$ cat src/rtl/alu_share_arb.sv
// -----------------------------------------------------------------------------
// alu_share_arb
//
// Shares one combinational 32-bit ALU between two requesters. Requests are
// granted round-robin, their operands are registered and presented to the ALU
// for one cycle, and the ALU result/flags are captured into a per-requester
// response register that holds until the requester accepts it.
//
// Parameters:
//   FIRST_PRIO   requester (0 or 1) that wins the first tie after reset
//
// Ports:
//   clk, rst_n                      clock, asynchronous active-low reset
//   req0_valid/ready, req1_valid/ready
//                                   request handshakes
//   req0_a/b/sel, req1_a/b/sel      operands and 4-bit ALU select
//   rsp0_valid/ready, rsp1_valid/ready
//                                   response handshakes
//   rsp0_result/flags, rsp1_result/flags
//                                   captured ALU result and {ov, carry, zero}
//   alu_a, alu_b, alu_sel           registered operands driven to the ALU
//   alu_out, alu_carry, alu_overflow, alu_zero
//                                   combinational ALU outputs
//   busy                            high whenever a request is in flight
// -----------------------------------------------------------------------------
module alu_share_arb #(
    parameter int unsigned FIRST_PRIO = 0
) (
    input  logic        clk,
    input  logic        rst_n,

    input  logic        req0_valid,
    output logic        req0_ready,
    input  logic [31:0] req0_a,
    input  logic [31:0] req0_b,
    input  logic [3:0]  req0_sel,

    input  logic        req1_valid,
    output logic        req1_ready,
    input  logic [31:0] req1_a,
    input  logic [31:0] req1_b,
    input  logic [3:0]  req1_sel,

    output logic        rsp0_valid,
    input  logic        rsp0_ready,
    output logic [31:0] rsp0_result,
    output logic [2:0]  rsp0_flags,

    output logic        rsp1_valid,
    input  logic        rsp1_ready,
    output logic [31:0] rsp1_result,
    output logic [2:0]  rsp1_flags,

    output logic [31:0] alu_a,
    output logic [31:0] alu_b,
    output logic [3:0]  alu_sel,
    input  logic [31:0] alu_out,
    input  logic        alu_carry,
    input  logic        alu_overflow,
    input  logic        alu_zero,

    output logic        busy
);

    typedef enum logic [1:0] {
        StIdle,
        StExec,
        StResp
    } state_t;

    state_t state;
    logic   owner;       // requester whose operation is in flight
    logic   last_grant;  // requester granted most recently

    logic   grant;
    logic   any_valid;
    logic   owner_rsp_ready;

    // Grant selection: a lone requester wins; on a tie the requester that was
    // not granted last wins.
    always_comb begin
        any_valid = req0_valid | req1_valid;
        if (req0_valid && req1_valid) begin
            grant = ~last_grant;
        end else begin
            grant = req1_valid;
        end
    end

    // Ready is forced low while reset is asserted so that no handshake can be
    // seen by a requester while the block is being cleared.
    always_comb begin
        req0_ready = rst_n && (state == StIdle) && req0_valid && !grant;
        req1_ready = rst_n && (state == StIdle) && req1_valid && grant;
    end

    always_comb begin
        owner_rsp_ready = owner ? rsp1_ready : rsp0_ready;
    end

    always_ff @(posedge clk or negedge rst_n) begin
        if (!rst_n) begin
            state       <= StIdle;
            owner       <= 1'b0;
            last_grant  <= (FIRST_PRIO == 0);
            busy        <= 1'b0;
            alu_a       <= 32'h0;
            alu_b       <= 32'h0;
            alu_sel     <= 4'h0;
            rsp0_valid  <= 1'b0;
            rsp0_result <= 32'h0;
            rsp0_flags  <= 3'b000;
            rsp1_valid  <= 1'b0;
            rsp1_result <= 32'h0;
            rsp1_flags  <= 3'b000;
        end else begin
            unique case (state)
                StIdle: begin
                    // Any valid in IDLE is a handshake with the granted side.
                    if (any_valid) begin
                        owner   <= grant;
                        busy    <= 1'b1;
                        alu_a   <= grant ? req1_a   : req0_a;
                        alu_b   <= grant ? req1_b   : req0_b;
                        alu_sel <= grant ? req1_sel : req0_sel;
                        state   <= StExec;
                    end
                end

                StExec: begin
                    // ALU has seen the latched operands for the whole cycle.
                    if (owner) begin
                        rsp1_result <= alu_out;
                        rsp1_flags  <= {alu_overflow, alu_carry, alu_zero};
                        rsp1_valid  <= 1'b1;
                    end else begin
                        rsp0_result <= alu_out;
                        rsp0_flags  <= {alu_overflow, alu_carry, alu_zero};
                        rsp0_valid  <= 1'b1;
                    end
                    last_grant <= owner;
                    state      <= StResp;
                end

                StResp: begin
                    if (owner_rsp_ready) begin
                        if (owner) begin
                            rsp1_valid <= 1'b0;
                        end else begin
                            rsp0_valid <= 1'b0;
                        end
                        busy  <= 1'b0;
                        state <= StIdle;
                    end
                end

                default: begin
                    busy  <= 1'b0;
                    state <= StIdle;
                end
            endcase
        end
    end

    // Structural invariants of the sequencer.
    a_one_ready : assert property (@(posedge clk) disable iff (!rst_n)
        !(req0_ready && req1_ready));

    a_one_rsp : assert property (@(posedge clk) disable iff (!rst_n)
        !(rsp0_valid && rsp1_valid));

    a_busy_state : assert property (@(posedge clk) disable iff (!rst_n)
        busy == (state != StIdle));

endmodule
$ cat config.mk
export PLATFORM = sky130hd
export DESIGN_NAME = alu_share_arb
export DESIGN_NICKNAME = d
export VERILOG_FILES = /design/src/rtl/alu_share_arb.sv
export SDC_FILE = /design/constraint.sdc
export NUM_CORES = 1
export LEC_CHECK = 0
export CORE_MARGIN = 2
export CORE_UTILIZATION = 25
export DETAILED_ROUTE_END_ITERATION = 8
export HOLD_SLACK_MARGIN = 0.15
export PLACE_DENSITY = 0.59
export SYNTH_ARGS = -nofsm -noshare
export SYNTH_HDL_FRONTEND = slang
export SYNTH_SLANG_ARGS = --single-unit
$ cat constraint.sdc
create_clock -name clk -period 2.06 [get_ports clk]
set_input_delay 0.618 -clock clk [delete_from_list [all_inputs] [get_ports clk]]
set_output_delay 0.618 -clock clk [all_outputs]
set_load 0.02 [all_outputs]
==> results of run 1 <==
through the flow:
step	cells	hold WS, ns
after floorplan	400	0.322
after detailed placement	1056	0.474
final	1087	0.243
after global routing	1087	0.262
after global placement	1056	0.468
after CTS	1087	0.249
cell type report:
class | instances | area [um2] | area share
timing repair buffer | 339 | 3520 | 0.317
multi-input combinational | 229 | 2990 | 0.269
clock inverter | 10 | 78.8 | 0.00710
clock buffer | 21 | 450 | 0.0406
sequential | 145 | 3630 | 0.327
inverter | 2 | 7.51 | 0.000676
tap | 341 | 427 | 0.0384
logic make-up (layout without fill, tap and decap cells):
logic type      Yosys count  in the layout  synth area share
mux                     206            206             0.411
flops                   145            145             0.529
buf+inv                  26            372            0.0378
simple gates             13             13            0.0108
compound gates           10             10            0.0109
per-layer routing:
| metal | GRT usage | up-vias |
|---|---|---|
| li1 | - | 2103 |
| met1 | 0.145 | 2206 |
| met2 | 0.210 | 213 |
| met3 | 0.0441 | 15 |
| met4 | 0.0398 | 0 |
| met5 | 0 | - |
worst paths after layout:
kind | from | end | cells past startpoint
setup / recovery | alu_b[12]$_DFFE_PN0P_ | alu_b[12] | 1
hold / removal | rst_n | alu_a[5]$_DFFE_PN0P_ | 2
setup reg to reg | last_grant$_DFFE_PN1N_ | alu_sel[3]$_DFFE_PN0P_ | 5
hold reg to reg | last_grant$_DFFE_PN1N_ | last_grant$_DFFE_PN1N_ | 2
max in group asynchronous | rst_n | rsp0_result[11]$_DFFE_PN0P_ | 3
min in group clk | last_grant$_DFFE_PN1N_ | last_grant$_DFFE_PN1N_ | 2
synthesized netlist by cell type (all sizes together):
cell	number
mux2	206
dfrtp	144
buf	23
nor2	5
nand2	3
a21oi	2
inv	2
nand3	2
a211o	1
a21bo	1
a21boi	1
a2bb2oi	1
and4	1
clkbuf	1
dfstp	1
nand2b	1
nor2b	1
o21a	1
o21ai	1
o22a	1
o32ai	1
report_power, final:
group	total, mW	leakage [nW]	internal, mW	switching, mW
Sequential	5.11	1.70	4.34	0.771
Combinational	9.20	3.17	5.24	3.96
Clock	2.82	0.247	1.58	1.24
state kept, by name, indices dropped and copies added, names as in the netlist:
name / cells
alu_a: 32
alu_b: 32
rsp0_result: 32
rsp1_result: 32
alu_sel: 4
rsp0_flags: 3
rsp1_flags: 3
state: 2
busy: 1
last_grant: 1
owner: 1
rsp0_valid: 1
rsp1_valid: 1
repair_timing:
action                                  CTS  global route
gates resized for setup                  17            37
pin swaps                                 0             1
endpoints found under the setup margin    9            36
setup buffers                             0             0
==> results.md, run 1 <==
- Area fraction of the dominant cell type after synthesis: 0.525
- Core area: 27000 um2
- Vias post-DR: 4537
- DR vias/cell: 4.17
- Setup violation total in the final timing report: 0
- Width of the die: 170 um
- Post-route fraction of the period consumed by the critical path: 0.981
- Sort of element at the start of the critical path: flop
- CTS sink cnt: 145
- H-tree levels: 4
- HPWL Detailed: 13.2 mm
- Count of mapped cells out of synthesis: 400
- Crit-path max cell delay: 0.62 ns
- Maximum buffer depth of the clock tree: 2
- R2R Setup Slk: 0.17 ns
- Highest layer used for signal routing: met4
- Most common cell after layout, fill and taps aside: sky130_fd_sc_hd__clkdlybuf4s50_1
- Fill cell instance count of the final layout: 2531
- Max Fanout on Critical Path: 2
- Run status: finished, final reports clean
- Layout Utilization: 0.412
- Number of ports placed on the die boundary: 320
- Height of the die: 170 um
- Max-slew violation count: 0
- Leak pwr: 5.12 nW
- Wire length reported by the detailed router: 17.7 mm
- Net Count, Synth: 577
- Layout Cell Area excl Fill: 11100 um2
- Crit-path cells: clkdlybuf4s50_1
- Fraction of layout instances using a drive strength above 1: 0.351
- Flop and latch count out of synthesis: 145
- Clock input transition at the sequential cells of the worst setup and hold paths: 0.06 ns
- Remaining number of nets flagged by the antenna check after routing: 0
- Die area: 28800 um2
- Violation count after the first detailed-routing iteration: 79
- Normalized max-slew margin: 0.544
- Placed Area: 10500 um2
- Fin worst setup slack: 0.0400 ns
- Largest net degree at the start of global routing: 117
- Post-layout min period: 2.02 ns
- Layout overhead on the synthesized area: 61.8%
- Number of warnings printed during yosys synthesis: 0
- Worst path arrival time: 1.40 ns
- Post-synth cell types: 29
- Setup TNS Final: 0 ns
- Detail Route met3 WL: 1.50 mm
- Standard-cell row count: 60
- Category of the worst setup path capture point: output pin
- Final Net Count: 911
- Overall power: 17.1 mW
- Gr ovfl total: 0
- Kind of critical path: flop to output pin
- Achievable Freq: 0.495 GHz
- Initial antenna violation count: 0
- Worst-case setup slack after placement: -0.628 ns
- Class of the worst hold path: input pin to async pin
- Latest clock arrival within the worst-skew pair: 0.42 ns
- Library cell contributing the largest single delay on the critical path: sky130_fd_sc_hd__clkdlybuf4s50_1
- Number of buffers added by the clock tree synthesis step: 17
- Starting utilization of the core area: 0.255
- Average footprint of a synthesized cell: 17.2 um2
- Worst-margin pin slew: 0.684 ns
- Avg WL per Cell: 16.3 um
- First-pass GRT wire length: 27.0 mm
- Wire length on met1: 7.14 mm
- Cell type with the highest aggregate area in the netlist: sky130_fd_sc_hd__dfrtp_1
- Number of port buffers: 319
- Clock tree skew after final layout: 0.0132 ns
- Post-route DRC violation count: 0
- Number of hold violations in the final report: 0
- Required time of the critical path: 1.44 ns
- Netlist area before placement: 6860 um2
- Overall fraction of global-route tracks in use: 0.123
- Kind of cell with the highest combined delay on the critical path: buffers and inverters
- Commonest non-fill, non-tap cells in the layout: 273 x sky130_fd_sc_hd__clkdlybuf4s50_1, 144 x sky130_fd_sc_hd__dfrtp_1, 134 x sky130_fd_sc_hd__mux2_4, 71 x sky130_fd_sc_hd__mux2_2, 35 x sky130_fd_sc_hd__dlymetal6s2s_1
- TritonCTS clock tree: done
- Met2 wire length: 8.84 mm
- # diodes: 0
- Ranking of synthesized cells by area: sky130_fd_sc_hd__dfrtp_1 53%, sky130_fd_sc_hd__mux2_4 29%, sky130_fd_sc_hd__mux2_2 12%
- Clock Root Buffer: sky130_fd_sc_hd__clkbuf_16
- Placer's final routability congestion estimate: 0.711
- Worst Path Buf+Inv: 1
- P per Cell Area: 1540 nW/um2
- Maximum vdd ir drop: 0.489 mV
- Number of buffers inserted for hold repair after clock tree synthesis: 0
- Vias in the first global route: 4751
- Number of max-cap violations: 0
- Number of detailed-route iterations in the first pass: 4
- Register area share after synthesis: 0.529
- Setup repair after global routing missed its margin: yes
No activity file was read; power rests on OpenSTA's default activity.
==> inputs of run 2 (changes only) <==
--- a/config.mk
+++ b/config.mk
@@ -5,11 +5,12 @@
 export SDC_FILE = /design/constraint.sdc
 export NUM_CORES = 1
 export LEC_CHECK = 0
-export CORE_MARGIN = 2
 export CORE_UTILIZATION = 25
+export CTS_BUF_LIST = sky130_fd_sc_hd__clkbuf_4 sky130_fd_sc_hd__clkbuf_8
 export DETAILED_ROUTE_END_ITERATION = 8
 export HOLD_SLACK_MARGIN = 0.15
 export PLACE_DENSITY = 0.59
+export RECOVER_POWER = 25
 export SYNTH_ARGS = -nofsm -noshare
 export SYNTH_HDL_FRONTEND = slang
 export SYNTH_SLANG_ARGS = --single-unit
==> run 2 against run 1 <==
Utilization fell by 0.44 points. Combinational power fell by 6.5%. Setup slack got worse by 0.024 ns. Critical path type unchanged. Largest power group unchanged.
==> results.md, run 2 (same netlist as run 1, synthesis figures left out) <==
- Run status: finished, final reports clean (unchanged)
- Number of hold violations in the final report: 0 (unchanged)
- Hold slack: 0.491 ns (was 0.243 ns)
- Layout Utilization: 0.407 (was 0.412)
- Leak pwr: 5.35 nW (was 5.12 nW)
- Height of the die: 168 um (was 170 um)
- Core area: 27000 um2 (unchanged)
- Violation count after the first detailed-routing iteration: 138 (was 79)
- Overall fraction of global-route tracks in use: 0.130 (was 0.123)
- Avg WL per Cell: 16.5 um (was 16.3 um)
- Layout Cell Area excl Fill: 11000 um2 (was 11100 um2)
- Number of port buffers: 319 (unchanged)
- Number of max-cap violations: 0 (unchanged)
- Gr ovfl total: 0 (unchanged)
- Most common cell after layout, fill and taps aside: sky130_fd_sc_hd__clkdlybuf4s50_1 (unchanged)
- Post-route DRC violation count: 0 (unchanged)
- Number of ports placed on the die boundary: 320 (unchanged)
- Starting utilization of the core area: 0.255 (unchanged)
- Number of detailed-route iterations in the first pass: 4 (unchanged)
- Standard-cell row count: 60 (unchanged)
- Remaining number of nets flagged by the antenna check after routing: 0 (unchanged)
- Max Fanout on Critical Path: 3 (was 2)
- Vias in the first global route: 5007 (was 4751)
- Worst path arrival time: 1.43 ns (was 1.40 ns)
- Number of buffers added by the clock tree synthesis step: 17 (unchanged)
- DR vias/cell: 4.12 (was 4.17)
- Post-route fraction of the period consumed by the critical path: 0.992 (was 0.981)
- Final Net Count: 915 (was 911)
- Post-layout min period: 2.04 ns (was 2.02 ns)
- Required time of the critical path: 1.44 ns (about the same)
- Setup repair after global routing missed its margin: yes (unchanged)
- HPWL Detailed: 13.0 mm (was 13.2 mm)
- Clock share of power: 0.160 (was 0.165)
- Wire length reported by the detailed router: 18.0 mm (was 17.7 mm)
- Largest net degree at the start of global routing: 57 (was 117)
- Post-route non-filler standard cell count: 1092 (was 1087)
- Power dissipated by switching net loads: 5.82 mW (was 5.97 mW)
- Placer's final routability congestion estimate: 0.710 (was 0.711)
- Latest clock arrival within the worst-skew pair: 0.42 ns (about the same)
- TritonCTS clock tree: done (unchanged)
- Setup violation total in the final timing report: 0 (unchanged)
- Category of the worst setup path capture point: output pin (unchanged)
- Sequential share of power: 0.312 (was 0.298)
- # diodes: 0 (unchanged)
- Maximum buffer depth of the clock tree: 2 (unchanged)
- Clock tree skew after final layout: 0.0137 ns (was 0.0132 ns)
- Worst-margin pin slew: 0.954 ns (was 0.684 ns)
- Internal power of the cells: 10.5 mW (was 11.2 mW)
- Layout overhead on the synthesized area: 60.1% (was 61.8%)
- Crit-path cells: a21bo_4 -> and4_1 -> buf_6 (was clkdlybuf4s50_1)
- P per Cell Area: 1480 nW/um2 (was 1540 nW/um2)
- CTS sink cnt: 145 (unchanged)
- First-pass GRT wire length: 28.1 mm (was 27.0 mm)
- Overall power: 16.3 mW (was 17.1 mW)
- Achievable Freq: 0.489 GHz (was 0.495 GHz)
- Class of the worst hold path: flop to flop (was input pin to async pin)
- Die area: 28100 um2 (was 28800 um2)
- Initial antenna violation count: 0 (unchanged)
- Switching fraction of total power: 0.358 (was 0.349)
- Crit-path max cell delay: 0.57 ns (was 0.62 ns)
- Max-slew violation count: 0 (unchanged)
- Commonest non-fill, non-tap cells in the layout: 180 x sky130_fd_sc_hd__clkdlybuf4s50_1, 144 x sky130_fd_sc_hd__dfrtp_1, 134 x sky130_fd_sc_hd__mux2_4, 87 x sky130_fd_sc_hd__dlygate4sd2_1, 71 x sky130_fd_sc_hd__mux2_2 (was 273 x sky130_fd_sc_hd__clkdlybuf4s50_1, 144 x sky130_fd_sc_hd__dfrtp_1, 134 x sky130_fd_sc_hd__mux2_4, 71 x sky130_fd_sc_hd__mux2_2, 35 x sky130_fd_sc_hd__dlymetal6s2s_1)
- Normalized max-slew margin: 0.364 (was 0.544)
- Fill cell instance count of the final layout: 2595 (was 2531)
- Clock Root Buffer: sky130_fd_sc_hd__clkbuf_8 (was sky130_fd_sc_hd__clkbuf_16)
- Vias post-DR: 4502 (was 4537)
- Library cell contributing the largest single delay on the critical path: sky130_fd_sc_hd__dfstp_2 (was sky130_fd_sc_hd__clkdlybuf4s50_1)
- Maximum vdd ir drop: 0.549 mV (was 0.489 mV)
- Clock input transition at the sequential cells of the worst setup and hold paths: 0.08 ns (was 0.06 ns)
- Fraction of layout instances using a drive strength above 1: 0.356 (was 0.351)
- Kind of critical path: flop to output pin (unchanged)
- H-tree levels: 4 (unchanged)
- Placed Cells incl. Taps: 1056 (unchanged)
- Sort of element at the start of the critical path: flop (unchanged)
- Width of the die: 168 um (was 170 um)
- Logic gate share of total power: 0.528 (was 0.537)
- Placed Area: 10400 um2 (was 10500 um2)
==> run 2: cell type report <==
cell class,count,area [um2],share of cell area
clock buffer,22,272,0.0247
inverter,2,7.51,0.000684
timing repair buffer,343,3470,0.316
clock inverter,10,186,0.0170
tap,341,427,0.0389
sequential,145,3630,0.331
multi-input combinational,229,2990,0.272
==> run 2: worst paths after layout <==
kind                                            start                          end  slack (ns)  depth (start not counted)
max                            last_grant$_DFFE_PN1N_                   req0_ready        0.02                          3
min                        rsp0_result[2]$_DFFE_PN0P_   rsp0_result[2]$_DFFE_PN0P_        0.49                          1
max reg2reg                    last_grant$_DFFE_PN1N_         alu_a[7]$_DFFE_PN0P_        0.08                          6
min reg2reg                rsp0_result[2]$_DFFE_PN0P_   rsp0_result[2]$_DFFE_PN0P_        0.49                          1
max in group asynchronous                       rst_n  rsp1_result[29]$_DFFE_PN0P_        0.24                          4
min in group asynchronous                       rst_n       alu_sel[1]$_DFFE_PN0P_        0.67                          3
==> run 2: metrics by stage <==
| step | TNS [ns] | worst slack (ns) |
|---|---|---|
| 6_report | 0 | 0.0161 |
| 4_1_cts | -0.0479 | -0.0479 |
| 3_5_place_dp | -27.68 | -0.617 |
| 5_1_grt | -0.242 | -0.0896 |
| 3_3_place_gp | -26.72 | -0.600 |
| 2_1_floorplan | 0 | 0.0189 |
==> run 2: power by group through the flow <==
stage	Combinational, mW	Sequential [mW]	Clock (mW)
floorplan	3.58	6.86	0
global placement	9.35	5.16	0
detailed placement	9.37	5.17	0
CTS	8.81	5.12	2.75
global route	9.09	5.29	2.88
finish	8.60	5.08	2.61
==> run 2: critical path: cells and delay by family, from the launching register on <==
family          cells  cell delay, ns
flops               1            0.57
compound gates      1            0.13
simple gates        1            0.18
buf+inv             1            0.12
==> run 2: timing repair <==
| action | 4_1_cts | 5_1_grt |
|---|---|---|
| hold buffers | 1 | 0 |
| endpoints found under the setup margin | 88 | 50 |
| gates cloned | 1 | 1 |
| gates resized for setup | 99 | 51 |
| hold endpoints to repair | 7 | 0 |
| buffers inserted | 1 | 0 |
| pin swaps | 1 | 3 |
==> run 2: metal layers <==
layer | global-route usage | vias to the layer above | routed length [um]
li1 | - | 2113 | -
met1 | 0.154 | 2183 | 7560
met2 | 0.223 | 200 | 8930
met3 | 0.0485 | 6 | 1370
met4 | 0.0299 | 0 | 122
met5 | 0 | - | 0
